--- config.mk ---
export PLATFORM = sky130hd
export DESIGN_NAME = context_save_unit
export DESIGN_NICKNAME = d
export VERILOG_FILES = /design/src/rtl/context_save_unit.sv
export SDC_FILE = /design/constraint.sdc
export NUM_CORES = 1
export LEC_CHECK = 0
export ABC_AREA = 1
export CELL_PAD_IN_SITES_DETAIL_PLACEMENT = 1
export CELL_PAD_IN_SITES_GLOBAL_PLACEMENT = 1
export CORE_MARGIN = 2
export CORE_UTILIZATION = 43
export DETAILED_ROUTE_END_ITERATION = 16
export PLACE_DENSITY = 0.93
export REMOVE_ABC_BUFFERS = 1
export SYNTH_ARGS = -nofsm -noshare
export SYNTH_HDL_FRONTEND = slang
export SYNTH_SLANG_ARGS = --single-unit
export TNS_END_PERCENT = 30
--- constraint.sdc ---
create_clock -name clock -period 4.52 [get_ports clock]
set_input_delay 1.356 -clock clock [delete_from_list [all_inputs] [get_ports clock]]
set_output_delay 1.356 -clock clock [all_outputs]
set_load 0.005 [all_outputs]
--- src/rtl/context_save_unit.sv ---
// Process context table plus round-robin scheduler: captures preempted PCs per
// process slot and, on request, returns the next ready process and its resume PC.
module context_save_unit #(
  parameter int          NUM_PROC = 4,
  parameter int          PID_W    = 2,
  parameter logic [31:0] OS_PC    = 32'd3
) (
  input  logic                clock,
  input  logic                reset_geral_n,
  input  logic                flag_faz_preempcao,
  input  logic [31:0]         salva_PC,
  input  logic [PID_W-1:0]    prog_atual,
  input  logic                start_proc,
  input  logic [PID_W-1:0]    start_pid,
  input  logic [31:0]         start_addr,
  input  logic                end_proc,
  input  logic [PID_W-1:0]    end_pid,
  input  logic                sched_req,
  output logic                sched_valid,
  output logic [PID_W-1:0]    sched_pid,
  output logic [31:0]         sched_PC,
  output logic                busy,
  output logic [NUM_PROC-1:0] ready_mask,
  output logic [31:0]         cont_trocas
);

  typedef enum logic {IDLE, SEARCH} state_t;

  state_t               state, state_next;
  logic [PID_W-1:0]     ptr, ptr_next;
  logic [PID_W-1:0]     cand, cand_next;
  logic [PID_W-1:0]     cnt, cnt_next;
  logic                 valid_next;
  logic [PID_W-1:0]     pid_next;
  logic [31:0]          pc_next;

  logic                 flag_q;
  logic                 capture;
  logic                 save_ok;
  logic [NUM_PROC-1:0]  ready_bits;
  logic [31:0]          pc_tab [NUM_PROC];

  // Round-robin successor over user slots only; slot 0 is never a candidate.
  function automatic logic [PID_W-1:0] next_slot(input logic [PID_W-1:0] x);
    if (x >= PID_W'(NUM_PROC-1)) return PID_W'(1);
    else return x + PID_W'(1);
  endfunction

  assign capture    = flag_faz_preempcao & ~flag_q;
  assign ready_mask = ready_bits;
  assign busy       = (state == SEARCH);

  always_comb begin
    save_ok = 1'b0;
    for (int i = 1; i < NUM_PROC; i++) begin
      if (capture && prog_atual == PID_W'(i)) save_ok = 1'b1;
    end
  end

  // Context table: per-slot priority save > start > end.
  always_ff @(posedge clock) begin
    if (!reset_geral_n) begin
      flag_q      <= 1'b0;
      cont_trocas <= '0;
      ready_bits  <= '0;
      for (int i = 0; i < NUM_PROC; i++) pc_tab[i] <= '0;
    end else begin
      flag_q <= flag_faz_preempcao;
      if (save_ok) cont_trocas <= cont_trocas + 32'd1;
      for (int i = 1; i < NUM_PROC; i++) begin
        if (capture && prog_atual == PID_W'(i)) begin
          pc_tab[i]     <= salva_PC;
          ready_bits[i] <= 1'b1;
        end else if (start_proc && start_pid == PID_W'(i)) begin
          pc_tab[i]     <= start_addr;
          ready_bits[i] <= 1'b1;
        end else if (end_proc && end_pid == PID_W'(i)) begin
          ready_bits[i] <= 1'b0;
        end
      end
    end
  end

  always_comb begin
    state_next = state;
    ptr_next   = ptr;
    cand_next  = cand;
    cnt_next   = cnt;
    valid_next = 1'b0;
    pid_next   = sched_pid;
    pc_next    = sched_PC;
    case (state)
      IDLE: begin
        if (sched_req) begin
          cand_next  = next_slot(ptr);
          cnt_next   = '0;
          state_next = SEARCH;
        end
      end
      SEARCH: begin
        if (ready_bits[cand]) begin
          valid_next = 1'b1;
          pid_next   = cand;
          pc_next    = pc_tab[cand];
          ptr_next   = cand;
          state_next = IDLE;
        end else if (cnt == PID_W'(NUM_PROC-2)) begin
          // Every user slot examined and none ready: hand control to the OS.
          valid_next = 1'b1;
          pid_next   = '0;
          pc_next    = OS_PC;
          state_next = IDLE;
        end else begin
          cand_next = next_slot(cand);
          cnt_next  = cnt + PID_W'(1);
        end
      end
      default: state_next = IDLE;
    endcase
  end

  always_ff @(posedge clock) begin
    if (!reset_geral_n) begin
      state       <= IDLE;
      ptr         <= '0;
      cand        <= '0;
      cnt         <= '0;
      sched_valid <= 1'b0;
      sched_pid   <= '0;
      sched_PC    <= '0;
    end else begin
      state       <= state_next;
      ptr         <= ptr_next;
      cand        <= cand_next;
      cnt         <= cnt_next;
      sched_valid <= valid_next;
      sched_pid   <= pid_next;
      sched_PC    <= pc_next;
    end
  end

endmodule

After elaboration in Yosys (flattened, before gate mapping):

Memory sizes are Yosys's and may differ from the RTL's. A register that Yosys moved wholly into a read port is not among the register bits.
Cells that the tools add are included.

* memories: 1
* word-level logic and storage cells: 122
* output and inout port bits: 72
* register bits after elaboration: 78
* bits in writable memories: 128
* bits of input ports: 76

Memory list
* pc_tab: words 4, bits a word 32, rd ports 1, clocked after Yosys merged registers in 1, wr ports 4, line 41 `logic [31:0] pc_tab [NUM_PROC];`

* bitwise gates (word level): 9
* reductions and logical operators: 17
* muxes and demuxes: 63
* $add $sub $neg: 4
* $lt $le $gt $ge: 3
* eq/ne operators: 13

Operator list (count)
* 2-to-1 mux 32 bit: 8
* 2-to-1 mux 1 bit: 39
* adder 32 x 1 -> 32 bit (second input constant): 1
* 2-to-1 mux 2 bit: 12
* equality test 2 bit (second input constant): 7
* logical AND 1 bit: 9
* nonzero test 3 bit: 3
* one-hot mux 2 bit (2 select lines): 2
* adder 2 x 1 -> 2 bit (second input constant): 3
* equality test 2 x 1 -> 1 bit (second input constant): 3
* != test 2 bit (second input constant): 3
* bitwise OR 1 bit: 6
* AND reduction 2 bit: 3
* >= comparator 2 bit (second input constant): 2
* less-than comparator 2 x 3 -> 1 bit (second input constant): 1
* AND reduction 3 bit: 1
* binary-select mux 1 bit (select 2 bit): 1
* inverter 1 bit: 2
* one-hot mux 1 bit (2 select lines): 1
* nonzero test 2 bit: 1
* bitwise AND 1 bit: 1

Longest topological paths before layout:

Gate-level depths: netlist of the first run.

* depth in word-level cells: 8
* depth in mapped cells: 10
* gate-level depth less buffers: 10

Worst setup path before layout of the first run:

Ideal clock, no wire load.

* path kind: in2reg
* start: in reset_geral_n
* end: mem pc_tab[3][0], enable pin
* setup time: 561 ps
* data arrival time: 2756 ps
* path slack: 1202 ps
* required time: 3959 ps
* cell stages on the path: 4
* buffers on the path: 3
* cells stage by stage: buf_2 -> buf_2 -> clkbuf_1 -> nand3_1

RTL lines
* start: declaration: line 9 `input logic reset_geral_n,`
* end: declaration: line 41

==> results of run 1 <==
[power groups by stage]
stage,Clock (W),Combinational (W),Sequential [W]
6_report,0.00148,0.000411,0.00179
4_1_cts,0.00149,0.000407,0.00179
3_5_place_dp,0,0.000398,0.00182
3_3_place_gp,0,0.000380,0.00182
2_1_floorplan,0,0.000169,0.00182
5_1_grt,0.00156,0.000443,0.00179
[layout by cell type, fill, tap and decap left out, types with 3 or more instances in the layout]
cell / instances
clkinvlp_4: 4
a211oi_1: 64
buf_4: 16
nor2_2: 7
o21ai_0: 101
nor2_1: 169
nand2_2: 3
clkdlybuf4s50_1: 145
inv_1: 85
ha_1: 4
a21oi_1: 26
clkinv_4: 4
nand3b_1: 3
dfxtp_1: 80
clkbuf_16: 18
nand4_1: 15
edfxtp_1: 96
nor2_4: 4
nand2_1: 179
nor3_1: 5
nand3_2: 4
nand3_1: 91
o21ai_1: 8
[through the flow]
stage,instance area (um2),total power [W],utilization (%),setup WS [ns],hold slack (ns)
after global routing,10710,0.003790,55.20,1.184,0.4821
final,10710,0.003681,55.20,1.311,0.4676
after global placement,10120,0.002195,52.15,1.128,0.4524
after detailed placement,10120,0.002218,52.15,0.9684,0.4605
after floorplan,8145,0.001991,-,0.9096,0.4454
after CTS,10710,0.003685,55.20,1.350,0.4707
[logic make-up after synthesis]
family	Yosys count
flip-flops	176
AO/OA/AOI/OAI	205
adder cells (fa/ha/maj)	4
buffers and inverters	144
multiplexers	2
AND/OR/NAND/NOR	483
other	1
[flip-flops by register name, indices dropped and copies added (netlist names), named ones only]
register,cells
ready_mask,3
sched_valid,1
busy,1
cnt,2
flag_q,1
cand,2
cont_trocas,32
pc_tab,96
sched_pid,2
sched_PC,32
ptr,2
[routing by layer]
layer / vias to the layer above / GRT usage (%) / wire length, um
met2: 392 / 50.55 / 14630
li1: 3695 / - / -
met4: 0 / 12.93 / 820
met3: 69 / 4.404 / 2009
met5: - / 0 / 0
met1: 4036 / 32.29 / 11070
[area by class of cell]
type	instances	area (um2)	share of cell area, %
multi-input cells	695	3361	31.39
inverters	86	322.8	3.015
clock buffers	19	464.2	4.335
well taps	265	331.6	3.097
repair buffers	164	1617	15.10
flip-flops and latches	176	4484	41.88
clock inverters	13	127.6	1.192
[cells in the mapped netlist]
cell / number / area, um2
buf_2: 24 / 120.1
conb_1: 1 / 3.750
inv_2: 1 / 3.750
buf_1: 1 / 3.750
nand3b_1: 3 / 22.52
o21ai_1: 8 / 40.04
ha_1: 4 / 50.05
buf_4: 8 / 60.06
o211ai_1: 1 / 7.510
nand2_1: 181 / 679.4
a211oi_1: 64 / 480.5
o21a_1: 2 / 15.01
o21ai_2: 1 / 8.760
nand3_1: 92 / 460.4
edfxtp_1: 96 / 2883
nor2_1: 171 / 641.9
nor3_1: 5 / 25.02
buf_6: 3 / 33.78
inv_1: 85 / 319.1
nand4_1: 15 / 93.84
nand3_2: 3 / 30.03
nor3b_1: 1 / 7.510
nor2_4: 4 / 45.04
mux2i_1: 2 / 20.02
or2_2: 1 / 6.260
dfxtp_1: 80 / 1602
clkbuf_1: 22 / 82.58
nand4_2: 1 / 12.51
nor2_2: 5 / 31.28
a21oi_1: 26 / 130.1
o31ai_1: 2 / 15.01
nand2_2: 1 / 6.260
o21ai_0: 101 / 505.5
[critical path, delay by kind of cell]
family          cells  cell delay [ns]
buf+inv             3             1.14
simple gates        4             0.57
compound gates      1             0.32
[worst max-delay path by stage]
| stage | start | end | slack [ns] |
|---|---|---|---|
| floorplan | flag_faz_preempcao | pc_tab[3][0] | 0.91 |
| global placement | flag_faz_preempcao | pc_tab[2][4] | 1.13 |
| detailed placement | flag_faz_preempcao | pc_tab[2][16] | 0.97 |
| CTS | flag_faz_preempcao | pc_tab[2][16] | 1.35 |
| global route | flag_faz_preempcao | pc_tab[2][16] | 1.18 |
| finish | flag_faz_preempcao | pc_tab[2][16] | 1.31 |
==> results.md, run 1 <==
* Run status: finished clean
* Clock tree sinks at 176
* Initial antenna violation count at 0
* Slew at the pin closest to its max-slew limit at 1.021 ns
* DRT Pass-1 Iters at 5
* Row cnt at 51
* Top-Level Pins at 148
* Slowest stage cell on the critical path: buf_4
* Buffers inserted by post-CTS timing repair at 0
* Worst voltage drop across the vdd grid at 0.2327 mV
* Reported leakage power at 4.058 nW
* Area of the die at 20780 um2
* Parity-gate share of the synthesized area counting xor and xnor cells at 0%
* Final std cells w/o fill at 1418
* Netlist area before placement at 8446 um2
* Residual DRC at 0
* Maximum cell stage delay along the critical path at 0.56 ns
* Proportion of synthesized area in mux cells at 0.2370%
* Final period utilization at 71.00%
* Pin count of the biggest net entering global routing at 65
* Number of I/O port buffers at 146
* Effective utilization at floorplan at 43.54%
* First-iteration detailed-routing DRC count at 647
* Critical Path, Cell by Cell: clkdlybuf4s50_1 -> inv_1 -> nor2_4 -> nand3_1 -> nand3b_1 -> buf_4 -> nor2_1 -> a211oi_1
* Cell Count Post-Placement at 1386
* Proportion of power drawn by the clock network at 40.3%
* Switch Pwr at 0.0009645 W
* Slew Viols, Final at 0
* Headroom to the max-slew limit at 31.68%
* Worst Setup Start Kind: input port
* Fraction of the mapped netlist area in compound gates at 14.24%
* Global-route total usage across every layer at 27.88%
* Number of hold-repair buffers added at the cts stage at 0
* Post-cts sizing count at 0
* Remaining antenna violation count after routing at 0
* Horizontal die dimension at 144.1 um
* Clock insertion delay at the later pin of the skew report at 0.44 ns
* Gate power share at 11.2%
* Cell depth of the worst flop-to-flop path at 7
* RSZ-0062 raised after global routing: false
* Post-detailed-routing wire length at 28530 um
* Number of filler instances in the final layout at 2318
* Share of total power in sequential cells at 48.6%
* Worst Path Required at 4.74 ns
* Count of different cell masters after synthesis at 33
* Setup CP Type: input port to register
* Warnings, synthesis at 0
* Overall overflow remaining after global route at 0
* Placed wire-length estimate at 18380 um
* Power density relative to cell area at 343.8 nW/um2
* Num CTS Buffers at 17
* Clock tree from TritonCTS: done
* Adder and majority cell fraction of the synthesized area at 0.5926%
* Setup violators final at 0
* Element type at the critical path end: register
* Diode insertion count for antenna repair at 0
* Maximum achievable frequency at 0.3116 GHz
* Max-cap violations at 0
* Global-route wire length before repair at 44290 um
* Layout overhead on the synthesized area at 26.79%
* CP Data Arrival Time at 3.43 ns
* Die outline height at 144.1 um
* Number of vias after detailed routing at 8192
* Clock Root Buffer: clkbuf_16
* Final Hold Vio Count at 0
* Combinational family with the most area after synthesis: simple AND/OR/NAND/NOR gates
* FF-to-FF End: sched_PC[1]
* Worst Clk Skew at 0.01126 ns
* Vias in the first global route at 8535
* Syn avg cell area at 8.321 um2
* Reg2reg setup slack at 2.38 ns
* Time the final worst path needs with I/O delays and setup at 3.209 ns
* Hold path cells at 2
* Path class of the lowest-slack min-delay path: register to register
* Launch instance of the worst min-delay path: sched_PC[12]
* H-tree depth at 4
* Nets@finish at 1220
* Internal Dissipation at 0.002717 W
* R2r startpoint: cand[0]
* Part of the Yosys area used for sequential elements at 53.10%
* Fraction of power spent switching nets at 26.20%
* Clock input transition at the sequential cells of the worst setup and hold paths at 0.07 ns
* DR vias/cell at 5.777
* Core area at 19400 um2
* Post-route setup TNS at 0 ns
* Proportion of layout cells with a drive suffix above 1 at 6.245%
* Instance count of the mapped netlist at 1015
* RD Place Congestion at 0.8073
* DR WL/cell at 20.12 um
* Critical Path Fanout Max at 64
* Register bit count reported by yosys at 176
* Hold Path End: sched_PC[12]
* Buffer depth of the longest clock path at 2
* Simple-gate area share of the yosys netlist at 24.41%
Note: power is estimated with default switching activity, not from simulation.
==> inputs of run 2 (changes only) <==
- CORE_UTILIZATION: 43 -> 36
- PLACE_DENSITY: 0.93 -> 0.84
- clock period: 4.52 -> 2.75 ns (I/O delays scaled with it)
==> run 2 against run 1 <==
  * Register-to-register slack worse by 1.5 ns
  * Clock skew grew 0.0020 ns
  * Cell area rose by 2.4%
  * Largest power group unchanged
==> results.md, run 2 (synthesis gave the netlist of run 1 again) <==
* Run status: finished clean
* H-tree depth at 4
* Post-detailed-routing wire length at 27350 um
* Power density relative to cell area at 557.2 nW/um2
* Placed wire-length estimate at 18810 um
* Clock tree from TritonCTS: done
* Row cnt at 56
* Critical Path, Cell by Cell: clkdlybuf4s50_1
* Path class of the lowest-slack min-delay path: register to register
* Die outline height at 157.2 um
* Worst Path Required at 1.93 ns
* Worst setup slack after layout at 0.3549 ns
* Final period utilization at 87.09%
* RD Place Congestion at 0.8189
* Final Hold Vio Count at 0
* Crit path buf inv count at 1
* Post-cts sizing count at 0
* RSZ-0062 raised after global routing: false
* Setup violators final at 0
* Worst voltage drop across the vdd grid at 0.2902 mV
* Area of the die at 24700 um2
* Final std cells w/o fill at 1486
* Slew Viols, Final at 0
* Cell area after layout at 10960 um2
* FF/Latch Area at 4484 um2
* Reported leakage power at 4.162 nW
* Number of I/O port buffers at 146
* CP Data Arrival Time at 1.57 ns
* Horizontal die dimension at 157.2 um
* Clock tree sinks at 176
* Proportion of layout cells with a drive suffix above 1 at 7.382%
* Clock input transition at the sequential cells of the worst setup and hold paths at 0.07 ns
* Vias in the first global route at 8363
* Num CTS Buffers at 17
* Area of the multi-input gates at 3376 um2
* Headroom to the max-slew limit at 40.85%
* Time the final worst path needs with I/O delays and setup at 2.395 ns
* Post-route setup TNS at 0 ns
* Worst Setup Start Kind: register
* Setup CP Type: register to output pin
* Buffer depth of the longest clock path at 2
* Number of hold-repair buffers added at the cts stage at 0
* Minimum setup slack after placement at 0.04897 ns
* Initial antenna violation count at 2
* Layout overhead on the synthesized area at 29.81%
* Pin count of the biggest net entering global routing at 65
* Nets@finish at 1232
* Most common cell after layout, fill and taps aside: nand2_1
* Element type at the critical path end: output pin
* Largest register by flop count: pc_tab
* Effective utilization at floorplan at 36.31%
* Registers with the highest flip-flop counts: pc_tab (96), cont_trocas (32), sched_PC (32)
* DRT Pass-1 Iters at 5
* Placement-stage cell area at 10360 um2
* Overall overflow remaining after global route at 0
* Clock insertion delay at the later pin of the skew report at 0.44 ns
* Worst Clk Skew at 0.01329 ns
* Maximum cell stage delay along the critical path at 0.58 ns
* Slowest stage cell on the critical path: clkdlybuf4s50_1
* Clock Root Buffer: clkbuf_16
* Cell Count Post-Placement at 1452
* Core area at 23260 um2
* Critical Path Fanout Max at 8
* Slew at the pin closest to its max-slew limit at 0.8851 ns
* Leading cell types in the layout, fill and taps excluded: nand2_1 (179), nor2_1 (169), clkdlybuf4s50_1 (145)
* Remaining antenna violation count after routing at 0
* Family with the most delay on the worst path: buffers and inverters
* Global-route wire length before repair at 42870 um
* Residual DRC at 0
* First-iteration detailed-routing DRC count at 526
* Number of vias after detailed routing at 7948
* Max reg flops at 96
* Top-Level Pins at 148
* Number of filler instances in the final layout at 2789
* Maximum achievable frequency at 0.4175 GHz
* Buffers inserted by post-CTS timing repair at 0
* DR WL/cell at 18.41 um
* DR vias/cell at 5.349
* Max-cap violations at 0
* Global-route total usage across every layer at 22.44%
[run 2: cell type report]
class,instances,area share (%)
Inverter,86,2.945
Clock inverter,15,1.541
Multi-Input combinational cell,695,30.79
Clock buffer,17,3.880
Antenna cell,2,0.04565
Timing Repair Buffer,176,16.25
Sequential cell,176,40.90
Tap cell,319,3.641
[run 2: worst register-to-register path, cell delays in order, from the launching register on]
cell	delay (ns)
dfxtp_1	0.55
nor2_4	0.80
nand2_1	0.12
o21ai_0	0.19
nand2_1	0.12
nand2_1	0.08
[run 2: worst paths after layout]
| kind | start | end | slack [ns] | cells past startpoint |
|---|---|---|---|---|
| worst max-delay path | busy | busy | 0.35 | 1 |
| worst min-delay path | sched_pid[0] | sched_pid[0] | 0.46 | 2 |
| worst max register to register | register | sched_PC[27] | 0.84 | 5 |
| worst min register to register | sched_pid[0] | sched_pid[0] | 0.46 | 2 |
[run 2: per-stage QoR]
| step | utilization (%) | hold WS, ns | power (W) |
|---|---|---|---|
| after floorplan | - | 0.4454 | 0.003273 |
| after global placement | 44.55 | 0.4518 | 0.003641 |
| after detailed placement | 44.55 | 0.4596 | 0.003675 |
| after CTS | 47.11 | 0.4705 | 0.006146 |
| after global routing | 47.12 | 0.4924 | 0.006320 |
| final | 47.13 | 0.4641 | 0.006108 |
[run 2: where the power goes]
part	switching (W)	leakage, nW	internal, W
Sequential	0.0000562	1.68	0.00289
Combinational	0.000420	2.20	0.000257
Clock	0.00119	0.287	0.00130
[run 2: layer usage]
| metal | share of wire [%] | routed length, um | vias to the layer above | global-route usage [%] |
|---|---|---|---|---|
| met5 | 0 | 0 | - | 0 |
| met4 | 2.6 | 706 | 0 | 8.745 |
| met3 | 6.3 | 1726 | 48 | 3.607 |
| met2 | 49 | 13410 | 268 | 39.72 |
| met1 | 42 | 11520 | 3911 | 27.30 |
| li1 | - | - | 3721 | - |
==> inputs of run 3 (changes only) <==
- CAP_MARGIN: not set -> 0
==> results of run 3 <==
Same layout as run 2: the final DEF is identical, and so are final timing and power.
